==> config.mk <==
export PLATFORM = sky130hd
export DESIGN_NAME = stack_cmd_driver
export DESIGN_NICKNAME = d
export VERILOG_FILES = /design/src/rtl/stack_cmd_driver.sv
export SDC_FILE = /design/constraint.sdc
export NUM_CORES = 1
export LEC_CHECK = 0
export ABC_AREA = 1
export BUFFER_PORTS_ARGS = -buffer_cell sky130_fd_sc_hd__buf_2
export CORE_MARGIN = 2
export CORE_UTILIZATION = 45
export CTS_CLUSTER_DIAMETER = 60
export DETAILED_ROUTE_END_ITERATION = 12
export PLACE_DENSITY = 0.81
export RECOVER_POWER = 100
export SYNTH_ARGS = -nofsm -noshare
export SYNTH_HDL_FRONTEND = slang
export SYNTH_SLANG_ARGS = --single-unit
==> constraint.sdc <==
create_clock -name CLK -period 3.62 [get_ports CLK]
set_input_delay 0.362 -clock CLK [delete_from_list [all_inputs] [get_ports CLK]]
set_output_delay 0.362 -clock CLK [all_outputs]
set_load 0.1 [all_outputs]
==> src/rtl/stack_cmd_driver.sv <==
`default_nettype none
// stack_cmd_driver: turns clear/push/pop/peek requests into single commands for a flagless LIFO stack.
// Build option STKDRV_OVERWRITE_EN: a push at full is legal (stack wraps, occupancy holds at DEPTH).
module stack_cmd_driver #(
  parameter int DEPTH     = 5,
  parameter int DATA_W    = 4,
  parameter int IDX_W     = 3,
  parameter int RDATA_LAT = 1
) (
  input  logic              CLK,
  input  logic              RESET,
  input  logic              REQ_VALID,
  output logic              REQ_READY,
  input  logic [1:0]        REQ_OP,
  input  logic [IDX_W-1:0]  REQ_INDEX,
  input  logic [DATA_W-1:0] REQ_DATA,
  output logic              RSP_VALID,
  input  logic              RSP_READY,
  output logic [DATA_W-1:0] RSP_DATA,
  output logic              RSP_ERR,
  output logic              STK_RESET,
  output logic [1:0]        STK_COMMAND,
  output logic [IDX_W-1:0]  STK_INDEX,
  output logic [DATA_W-1:0] STK_WDATA,
  input  logic [DATA_W-1:0] STK_RDATA
);

  localparam int CNT_W = $clog2(DEPTH + 1);
  localparam int LAT_W = (RDATA_LAT > 1) ? $clog2(RDATA_LAT) : 1;
  localparam int CMP_W = (IDX_W > CNT_W) ? IDX_W : CNT_W;

  localparam logic [1:0] OP_CLEAR = 2'b00;
  localparam logic [1:0] OP_PUSH  = 2'b01;
  localparam logic [1:0] OP_POP   = 2'b10;
  localparam logic [1:0] OP_PEEK  = 2'b11;

  localparam logic [CNT_W-1:0] CNT_MAX  = CNT_W'(DEPTH);
  localparam logic [LAT_W-1:0] LAT_LAST = LAT_W'(RDATA_LAT - 1);

  typedef enum logic [1:0] {
    S_IDLE  = 2'd0,
    S_ISSUE = 2'd1,
    S_WAIT  = 2'd2,
    S_RESP  = 2'd3
  } state_t;

  state_t            state;
  state_t            state_nxt;
  logic [1:0]        op_q;
  logic [IDX_W-1:0]  idx_q;
  logic [DATA_W-1:0] data_q;
  logic [CNT_W-1:0]  count;
  logic [LAT_W-1:0]  lat_cnt;
  logic [DATA_W-1:0] rsp_data_q;
  logic              rsp_err_q;
  logic              illegal;
  logic              lat_done;
  logic              issue_clear;
  logic              full;
  logic              empty;
  logic              peek_oob;

  assign full     = (count == CNT_MAX);
  assign empty    = (count == '0);
  assign peek_oob = (CMP_W'(REQ_INDEX) >= CMP_W'(count));
  assign lat_done = (lat_cnt == LAT_LAST);

  // Legality is judged against the occupancy seen at the accept edge.
  always_comb begin
    illegal = 1'b0;
    case (REQ_OP)
      OP_PUSH: begin
`ifdef STKDRV_OVERWRITE_EN
        illegal = 1'b0;
`else
        illegal = full;
`endif
      end
      OP_POP:  illegal = empty;
      OP_PEEK: illegal = peek_oob;
      default: illegal = 1'b0;
    endcase
  end

  always_ff @(posedge CLK or negedge RESET) begin
    if (!RESET) begin
      state <= S_IDLE;
    end else begin
      state <= state_nxt;
    end
  end

  always_comb begin
    state_nxt   = state;
    REQ_READY   = 1'b0;
    RSP_VALID   = 1'b0;
    STK_COMMAND = 2'b00;
    STK_INDEX   = '0;
    STK_WDATA   = '0;
    issue_clear = 1'b0;
    case (state)
      S_IDLE: begin
        REQ_READY = RESET;
        if (REQ_VALID) begin
          state_nxt = illegal ? S_RESP : S_ISSUE;
        end
      end
      S_ISSUE: begin
        case (op_q)
          OP_CLEAR: begin
            issue_clear = 1'b1;
            state_nxt   = S_RESP;
          end
          OP_PUSH: begin
            STK_COMMAND = OP_PUSH;
            STK_WDATA   = data_q;
            state_nxt   = S_RESP;
          end
          OP_POP: begin
            STK_COMMAND = OP_POP;
            state_nxt   = S_WAIT;
          end
          default: begin
            STK_COMMAND = OP_PEEK;
            STK_INDEX   = idx_q;
            state_nxt   = S_WAIT;
          end
        endcase
      end
      S_WAIT: begin
        if (lat_done) begin
          state_nxt = S_RESP;
        end
      end
      default: begin
        RSP_VALID = 1'b1;
        if (RSP_READY) begin
          state_nxt = S_IDLE;
        end
      end
    endcase
  end

  // The stack is cleared along with the driver and on an issued clear.
  assign STK_RESET = ~RESET | issue_clear;
  assign RSP_DATA  = rsp_data_q;
  assign RSP_ERR   = rsp_err_q;

  always_ff @(posedge CLK or negedge RESET) begin
    if (!RESET) begin
      op_q       <= OP_CLEAR;
      idx_q      <= '0;
      data_q     <= '0;
      count      <= '0;
      lat_cnt    <= '0;
      rsp_data_q <= '0;
      rsp_err_q  <= 1'b0;
    end else begin
      case (state)
        S_IDLE: begin
          if (REQ_VALID) begin
            op_q       <= REQ_OP;
            idx_q      <= REQ_INDEX;
            data_q     <= REQ_DATA;
            rsp_data_q <= '0;
            rsp_err_q  <= illegal;
          end
        end
        S_ISSUE: begin
          lat_cnt <= '0;
          case (op_q)
            OP_CLEAR: count <= '0;
            OP_PUSH: begin
              if (!full) begin
                count <= count + 1'b1;
              end
            end
            OP_POP:  count <= count - 1'b1;
            default: count <= count;
          endcase
        end
        S_WAIT: begin
          lat_cnt <= lat_cnt + 1'b1;
          if (lat_done) begin
            rsp_data_q <= STK_RDATA;
          end
        end
        default: begin
        end
      endcase
    end
  end

endmodule
`default_nettype wire

**Word-level counts from Yosys, hierarchy flattened**

Index checks and enable logic that the tools add are counted.

- Bits in registers: 20
- Bits in latches: 0
- Memory bits (writable): 0
- Bits in read-only memories: 0
- Input port bits: 17
- Output and inout port bits: 17
- Logic and storage cells: 62
- Memories kept: 0

- Add/sub/neg operators: 3
- Multipliers: 0
- Div/mod/pow operators: 0
- $lt $le $gt $ge: 1
- Equality and inequality tests: 11
- Shift operators: 0
- Multiplexer cells: 23
- Bitwise operators: 2
- Reduce and logical (&&, ||, !) cells: 14

Operator list:

| cell | count |
|---|---|
| 2-to-1 mux 4 bit | 4 |
| one-hot mux 2 bit (3 select lines) | 2 |
| 2-to-1 mux 2 bit | 5 |
| 2-to-1 mux 3 bit | 3 |
| one-hot mux 3 bit (3 select lines) | 1 |
| AND reduction 3 bit | 3 |
| == test 2 bit (second input constant) | 4 |
| one-hot mux 4 bit (2 select lines) | 1 |
| == test 2 x 1 -> 1 bit (second input constant) | 3 |
| inequality test 2 bit (second input constant) | 3 |
| OR reduction 3 bit | 2 |
| 2-to-1 mux 1 bit | 5 |
| zero test 2 bit | 2 |
| nonzero test 2 bit | 2 |
| nonzero test 4 bit | 1 |
| adder 3 x 1 -> 3 bit (second input constant) | 1 |
| == test 3 bit (second input constant) | 1 |
| >= comparator 3 bit | 1 |
| zero test 3 bit | 1 |
| one-hot mux 1 bit (3 select lines) | 1 |
| nonzero test 3 bit | 1 |
| subtractor 3 x 1 -> 3 bit (second input constant) | 1 |
| one-hot mux 1 bit (2 select lines) | 1 |
| AND reduction 2 bit | 1 |
| other kinds (4) | 4 |

**Logic depth before layout (Yosys ltp)**

- Depth in word-level cells: 5
- Gate-level depth with buffers: 12
- Mapped depth without buffers: 12

**Worst setup path before layout**

OpenSTA, ideal clock, no wires.

- Kind: register to output
- Start: register state[1]
- End: output port STK_WDATA[0]
- Data arrival time: 2115 ps
- Slack: 1143 ps
- Stages on the path, launching flop included: 5
- Path buffers: 0
- Cells stage by stage: dfrtp_1 > inv_1 > ha_1 > nand2_1 > nor2_1

- Word-level cells in the longest chain between the ends: 2

RTL lines:

| what | line | source |
|---|---|---|
| start: declaration | 47 | `state_t state;` |
| start signal: assignment | 89 | `state <= state_nxt;` |
| == test 2 x 1 -> 1 bit | 101 | `case (state)` |
| 2-to-1 mux 4 bit | 101 |  |
| end: declaration | 24 | `output logic [DATA_W-1:0] STK_WDATA,` |

Every way passes these cells.

**Final worst setup path**

- Start: register state[1]
- End: output port STK_WDATA[2]

Same word-level chain as after synthesis.

==> qor.csv <==
stage;metric;value;unit
status;outcome;finished clean;
die;die_h;55.29;um
power_and_ir_drop;sw_frac_of_total;57.66;%
global_routing;grtUsageMet2;26.53;%
job;maxCapViolCount;0;
placed_design;gp_congestion;0.8328;
power_and_ir_drop;p_seq_share;28.3;%
die;initial_utilization;47.78;%
die;pin_count;34;
synth;syn_area;1184;um2
worst_setup_path;startpoint_type;flop;
global_routing;antenna_found_initial;0;
synth;synth_area_leaders;dfrtp_1 (42%), nand2_1 (15%), ha_1 (12%);
synth;ys_ff_latch;20;
power_and_ir_drop;p_int;569.7;uW
clock_network;cts_max_level;1;
synth;synth_top_area_cell;dfrtp_1;
cells_and_area;final_cell_area;1389;um2
cells_and_area;final_common_cell;nand2_1;
global_routing;track_usage;16.01;%
die;coreArea;2477;um2
synth;yosysWarnings;0;
power_and_ir_drop;pwr-share-clk;9.8;%
global_routing;grt_first_pass_wirelength;3905;um
global_routing;grt_use_met3;1.874;%
global_routing;grt_max_degree;23;
sta;skew;0.001956;ns
clock_network;clockBufferDepth;2;
power_and_ir_drop;p_per_area;968.8;nW/um2
clock_network;cts_tree;done;
sta;min_period;2.644;ns
global_routing;top_usage_layer;met2;
sta;slew_violations;0;
power_and_ir_drop;peakVddDrop;0.5740;mV
worst_setup_path;required;3.26;ns
global_routing;overflow;0;
synth;synthesis.instances;153;
synth;synth.avg_cell_area;7.736;um2
drt;drt_pass1_iterations;4;
worst_setup_path;worstSetupEndpointType;primary output;
cells_and_area;postLayoutCoreUtil;56.06;%
synth;syn-num-nets;182;
clock_network;cts_buffers;3;
global_routing;met1_usage;20.94;%
cells_and_area;drive_gt1_share;12.17;%
cells_and_area;final_cell_mix;nand2_1 (47), inv_1 (27), dfrtp_1 (20), clkbuf_1 (18), o21ai_0 (16);
placed_design;portBuffers;33;
global_routing;grt_pass1_vias;940;
clock_network;clock_sinks;20;
sta;rsz0062_at_grt;false;
sta;layout_worst_path_cycle_share;73.03;%
power_and_ir_drop;power.leakage;0.0007705;uW
power_and_ir_drop;switchingPower;775.8;uW
sta;setup_viol;0;
clock_network;cts-root-buf;clkbuf_4;
cells_and_area;fin_nets;219;
clock_network;path_clk_slew;0.11;ns
cells_and_area;syn2layout_area_growth;17.34;%
hold_path;hold_path_class;in -> async;
power_and_ir_drop;p_comb_share;61.9;%
synth;synth_top_area_share;42.28;%
clock_network;cts_setup_buffers;0;
sta;relSlewSlack;22.27;%
drt;viasPerCell;4.689;
cells_and_area;diodes;0;
drt;ant_nets;0;
die;die_w;55.29;um
placed_design;placed_area;1379;um2
synth;synth-seq-area-share;42.28;%
die;rows;18;
worst_setup_path;crit_fanout;7;
drt;wl_per_cell;10.24;um
clock_network;clock_latency;0.30;ns
drt;routed_wirelength;2242;um
placed_design;dp_hpwl;1794;um
clock_network;cts_resized;0;
sta;max_freq;378.2;MHz
drt;remaining_drc_errors;0;
die;die-area;3056;um2
sta;hold_viol;0;
worst_setup_path;crit_type;reg -> out;
drt;drt-initial-drc-count;17;
sta;finalSetupTns;0;ns
synth;yosys.cell_types.count;18;
clock_network;holdBufCountCts;0;
worst_setup_path;crit_arrival;2.28;ns
sta;tightest_slew;1.171;ns
drt;num_vias;1027;
-- power groups by stage --
| stage | clock network (uW) | registers (uW) | logic (uW) |
|---|---|---|---|
| 6_report | 132 | 381 | 833 |
| 4_1_cts | 133 | 380 | 857 |
| 3_5_place_dp | 0 | 385 | 855 |
| 3_3_place_gp | 0 | 383 | 842 |
| 2_1_floorplan | 0 | 513 | 577 |
| 5_1_grt | 143 | 395 | 929 |
-- critical path, cell delays in order (launching register included) --
cell,delay [ns]
dfrtp_1,0.43
inv_1,0.09
ha_1,0.27
nand2_1,0.20
nor2_1,0.12
clkbuf_1,0.87
-- through the flow --
stage               total power (uW)  hold slack (ns)  instances  setup slack [ns]
floorplan                       1090          0.06641        153             1.143
global placement                1226           0.3407        215             1.812
detailed placement              1240           0.3463        215             1.762
CTS                             1370          0.01275        219             1.418
global route                    1467           0.2727        219            0.7695
finish                          1346           0.2382        219            0.9761
-- path summary, 6_finish.rpt --
kind | startpoint | to | slack, ns | cells past startpoint
max in group asynchronous | RESET | count[2] | 2.71 | 1
setup reg to reg | op_q[0] | count[2] | 1.86 | 6
setup / recovery | state[1] | STK_WDATA[2] | 0.98 | 5
min in group CLK | REQ_DATA[1] | data_q[1] | 0.27 | 3
hold / removal | RESET | idx_q[0] | 0.24 | 1
hold reg to reg | idx_q[0] | idx_q[0] | 0.51 | 2
-- layout make-up --
cell class                      count  area (um2)
Fill cell                         256        1089
Multi-Input combinational cell    104       566.8
Sequential cell                    20       500.5
Timing Repair Buffer               33       142.6
Inverter                           28       105.1
Tap cell                           30       37.54
Clock buffer                        4       36.28
-- registers in the layout, summed over array words and instances (netlist names) --
signal and cells:
count 3, RSP_DATA 4, data_q 4, idx_q 3
op_q 2, RSP_ERR 1, lat_cnt 1, state 2
-- cell usage after synthesis --
master     count
dfrtp_1       20
a21oi_2        1
nand3_1        9
xnor2_1        1
nand2_1       47
inv_2          2
nor2_2         1
nor3_2         1
o21ai_0       16
fa_1           1
buf_4          1
nand4_1        1
inv_1         26
xor2_1         1
o2bb2ai_1      1
nor2_1        11
ha_1          11
nand2_2        2
-- per-layer routing --
layer  vias to the layer above  share of wire, %
met2                        21                46
met5                         -                 0
li1                        543                 -
met3                         4               3.6
met1                       459                48
met4                         0               1.7
-- cells by family (layout without fill, tap and decap cells) --
group,after synthesis,after routing,synth area share [%]
AND/OR/NAND/NOR,72,72,25.16
adder cells (fa/ha/maj),12,12,13.32
flip-flops,20,20,42.28
buffers and inverters,29,65,9.514
AO/OA/AOI/OAI,18,18,8.246
XOR/XNOR,2,2,1.480
(Power assumes the default switching activity.)
